$ cat config.mk
export PLATFORM = sky130hd
export DESIGN_NAME = immed_select
export DESIGN_NICKNAME = d
export VERILOG_FILES = /design/src/rtl/immed_select.sv
export SDC_FILE = /design/constraint.sdc
export NUM_CORES = 1
export LEC_CHECK = 0
export CAP_MARGIN = 0
export CORE_UTILIZATION = 44
export CTS_CLUSTER_SIZE = 40
export DETAILED_ROUTE_END_ITERATION = 12
export GPL_TIMING_DRIVEN = 0
export PLACE_DENSITY = 0.86
export SLEW_MARGIN = 25
export SYNTH_ARGS = -nofsm -noshare
export SYNTH_HDL_FRONTEND = slang
export SYNTH_SLANG_ARGS = --single-unit
export TNS_END_PERCENT = 50
$ cat constraint.sdc
create_clock -name Clk -period 4.41 [get_ports Clk]
set_input_delay 1.323 -clock Clk [delete_from_list [all_inputs] [get_ports Clk]]
set_output_delay 1.323 -clock Clk [all_outputs]
set_load 0.05 [all_outputs]
$ cat src/rtl/immed_select.sv
// rtl/immed_select.sv - registered ALU immediate and branch offset generation
// Optional Illegal_op output is enabled by defining IMMED_SEL_ILLEGAL_OP_EN.
module immed_select #(
  parameter int DATA_W = 32,
  parameter int IMM_W  = 16
) (
  input  logic              Clk,
  input  logic              Reset,
  input  logic              En,
  input  logic [5:0]        Opcode,
  input  logic [DATA_W-1:0] Immed_in,
`ifdef IMMED_SEL_ILLEGAL_OP_EN
  output logic              Illegal_op,
`endif
  output logic [DATA_W-1:0] Immed_out,
  output logic [DATA_W-1:0] Immed_outPC
);

  localparam logic [5:0] OP_LI   = 6'b111000;
  localparam logic [5:0] OP_LUI  = 6'b111001;
  localparam logic [5:0] OP_ADDI = 6'b110000;
  localparam logic [5:0] OP_ANDI = 6'b110010;
  localparam logic [5:0] OP_ORI  = 6'b110011;
  localparam logic [5:0] OP_LB   = 6'b000011;
  localparam logic [5:0] OP_SB   = 6'b000111;
  localparam logic [5:0] OP_LW   = 6'b001111;
  localparam logic [5:0] OP_SW   = 6'b011111;
  localparam logic [5:0] OP_B    = 6'b111111;
  localparam logic [5:0] OP_BEQ  = 6'b000000;
  localparam logic [5:0] OP_BNE  = 6'b000001;

  localparam logic [1:0] SEL_ZERO = 2'd0;
  localparam logic [1:0] SEL_SE   = 2'd1;
  localparam logic [1:0] SEL_ZF   = 2'd2;
  localparam logic [1:0] SEL_UP   = 2'd3;

  localparam int EXT_W = DATA_W - IMM_W;

  logic [IMM_W-1:0]  imm;
  logic [DATA_W-1:0] imm_se;
  logic [DATA_W-1:0] imm_zf;
  logic [DATA_W-1:0] imm_up;
  logic [DATA_W-1:0] imm_br;
  logic [1:0]        alu_sel;
  logic              br_sel;
  logic              illegal;
  logic [DATA_W-1:0] alu_next;
  logic [DATA_W-1:0] pc_next;
  logic              unused_upper;

  // Only the low immediate field matters; the rest of the word is opcode/regs.
  assign imm          = Immed_in[IMM_W-1:0];
  assign unused_upper = ^Immed_in[DATA_W-1:IMM_W];

  assign imm_se = {{EXT_W{imm[IMM_W-1]}}, imm};
  assign imm_zf = {{EXT_W{1'b0}}, imm};
  assign imm_up = {imm, {EXT_W{1'b0}}};
  assign imm_br = {imm_se[DATA_W-3:0], 2'b00};

  // Unknown or X opcodes fall to the default arm, so outputs never go X.
  always_comb begin
    alu_sel = SEL_ZERO;
    br_sel  = 1'b0;
    illegal = 1'b0;
    case (Opcode)
      OP_LI, OP_ADDI, OP_LB, OP_SB, OP_LW, OP_SW: alu_sel = SEL_SE;
      OP_LUI:                                     alu_sel = SEL_UP;
      OP_ANDI, OP_ORI:                            alu_sel = SEL_ZF;
      OP_B, OP_BEQ, OP_BNE: begin
        alu_sel = SEL_SE;
        br_sel  = 1'b1;
      end
      default: illegal = 1'b1;
    endcase
  end

  always_comb begin
    alu_next = '0;
    case (alu_sel)
      SEL_SE:  alu_next = imm_se;
      SEL_ZF:  alu_next = imm_zf;
      SEL_UP:  alu_next = imm_up;
      default: alu_next = '0;
    endcase
    pc_next = br_sel ? imm_br : '0;
  end

  // Reset wins over En; a load coinciding with reset is simply lost.
  always_ff @(posedge Clk) begin
    if (Reset) begin
      Immed_out   <= '0;
      Immed_outPC <= '0;
    end else if (En) begin
      Immed_out   <= alu_next;
      Immed_outPC <= pc_next;
    end
  end

`ifdef IMMED_SEL_ILLEGAL_OP_EN
  always_ff @(posedge Clk) begin
    if (Reset) begin
      Illegal_op <= 1'b0;
    end else if (En) begin
      Illegal_op <= illegal;
    end
  end
`else
  logic unused_illegal;
  assign unused_illegal = illegal;
`endif

endmodule

==> results.toml <==
[timing]
rsz0062_at_grt = "false"
worst_hold_slack_ns = 0.464
max_freq_ghz = 0.309
worst_slew_pin_slew_ns = 0.657
clock_skew_ns = 0
period_share = 0.734
hold_violations = 0
post-route-min-period_ns = 3.24
setup_viol = 0
finalSetupTns_ns = 0
relSlewSlack = 0.562
slew_violations = 0

[routing]
antenna_left = 0
drc = 2
wl_um = 5870
wl_per_cell_um = 15.1
drt_pre_antenna_iters = 8
drt_iter0_drc = 149
dr_total_vias = 2123
routed_via_density = 5.47

[clocking]
worstSkewPairLatency_ns = 0.30
clock_path_buffers = 2
cts_tree = "done"
cts.clk_slew.worst_paths_ns = 0.09
postCtsHoldBufs = 0
cts_resized = 0
cts.sinks = 48
htreeDepth = 2
post-cts-setup-buffer-count = 0
cts_buffers = 5
clock-root-buffer = "clkbuf_8"

[global_routing]
grt_usage = 0.228
grt_pass1_wl_um = 9140
antenna_found_initial = 0
met1_usage = 0.296
overflow = 0
grt_pass1_vias = 1881
gr-usage-met3 = 0.0583
gr-max-usage-layer = "met2"
grt_start_max_net_pins = 17
grt_use_met2 = 0.371

[placement]
postPlaceCellArea_um2 = 3100
io_buffers = 84
dp_hpwl_um = 4410
dp.cells = 381
globalplace.congestion = 0.888

[status]
violations = "design-rule violations"
run_status = "finished with violations"

[die]
die_h_um = 72.2
core.rowCount = 25
die_area_um2 = 5210
ios = 105
initial_core_util = 0.459
fp.dieW_um = 72.2
core_um2 = 4720

[setup_path]
crit_start = "Immed_outPC[30]"
regToRegSetupSlack_ns = 3.49
end_kind = "primary output"
critPathMaxFanout = 16
required_ns = 3.09
worstSetupPathType = "reg2out"
arrival_ns = 1.91
reg2reg_depth = 2
r2r_start = "Immed_outPC[30]"
crit_end = "Immed_outPC[26]"
worstSetupStartpointType = "flip-flop"
worstReg2RegEnd = "Immed_outPC[30]"

[worst_hold_path]
hold_path.class = "reg2reg"

[logic_synthesis]
synth-async-reset-ratio = 0
ys_ff_latch = 48
synth_edf_count = 0
syn_inst = 229
ys_seq_area_frac = 0.443
avgSynthCellArea_um2 = 9.46
synth.distinct_cells = 38
ys_warn_count = 0
synth_area_um2 = 2170
ys.flop_type = "dfxtp_1"

[layout]
fin_cells = 388
final_area_um2 = 3180
final_cell_mix = "clkdlybuf4s50_1, dfxtp_1, nand2_1"
nets = 362
fillers = 382
antenna_cells = 0
areaGrowthSynthToFinish_pct = 46.6
final_common_cell = "clkdlybuf4s50_1"
drive_above_1_share = 0.143
final_core_util = 0.673

[power_and_ir_drop]
p_leak_nw = 1.10
irDropWorstVdd_v = 0.000202
powerDensity_nw_per_um2 = 280

[flow_run]
maxCapViolCount = 0
layout make-up:
class | count | area (µm²) | area share
multi-input cells | 143 | 987 | 0.311
flip-flops and latches | 48 | 961 | 0.302
repair buffers | 84 | 841 | 0.265
plain buffers | 36 | 211 | 0.0666
well taps | 67 | 83.8 | 0.0264
clock buffers | 5 | 68.8 | 0.0217
clock inverters | 2 | 12.5 | 0.00394
inverters | 3 | 11.3 | 0.00354
logic make-up (layout without fill, tap and decap cells):
kind of cell / count (synthesis) / after routing / share of synthesized area
compound gates: 72 / 72 / 0.289
buf+inv: 39 / 130 / 0.103
flops: 48 / 48 / 0.443
other cells: 1 / 2 / 0.00173
simple gates: 69 / 69 / 0.163
layer usage:
layer	vias up	share of wire
met5	-	0
met4	0	0.018
met3	14	0.065
met2	89	0.47
met1	993	0.44
li1	1027	-
how the worst min path moves through the flow:
stage / startpoint / end / slack [ns] / cells after the start
floorplan: Immed_outPC[2] / Immed_outPC[2] / 0.68 / 2
detailed placement: Immed_outPC[3] / Immed_outPC[3] / 0.45 / 2
global route: Immed_outPC[14] / Immed_outPC[14] / 0.48 / 2
global placement: Immed_outPC[11] / Immed_outPC[11] / 0.45 / 2
CTS: Immed_outPC[3] / Immed_outPC[3] / 0.46 / 2
finish: Immed_outPC[15] / Immed_outPC[15] / 0.46 / 2
Yosys cell counts (all sizes together) (3+ instances only):
library cell | count | area (µm²)
a2111oi | 14 | 185
a21oi | 19 | 106
a22o | 16 | 140
a32oi | 13 | 114
and2b | 3 | 22.5
buf | 27 | 178
clkbuf | 9 | 33.8
dfxtp | 48 | 961
inv | 3 | 11.3
nand2 | 19 | 71.3
nand3 | 16 | 80.1
nor2 | 16 | 60.1
o32ai | 3 | 26.3
registers in the layout, indices dropped and copies added, names as in the netlist:
name and flops:
Immed_out 32, Immed_outPC 16
where the power goes:
group / switching (W) / total (W) / internal (W)
Combinational: 0.000119 / 0.000187 / 0.0000675
Clock: 0.000143 / 0.000250 / 0.000107
Sequential: 0.00000740 / 0.000453 / 0.000446
stage by stage:
stage                     setup WS, ns  power (W)
after CTS                         1.15   0.000893
after global placement            1.10   0.000646
after global routing              1.06   0.000921
after detailed placement          1.03   0.000649
after floorplan                   1.79   0.000577
final                             1.17   0.000890
worst max-delay path, stage by stage, from the launching register on:
cell	delay [ns]
dfxtp_1	0.63
buf_4	0.19
clkdlybuf4s50_1	0.79
Power figures use the tool's default switching activity.
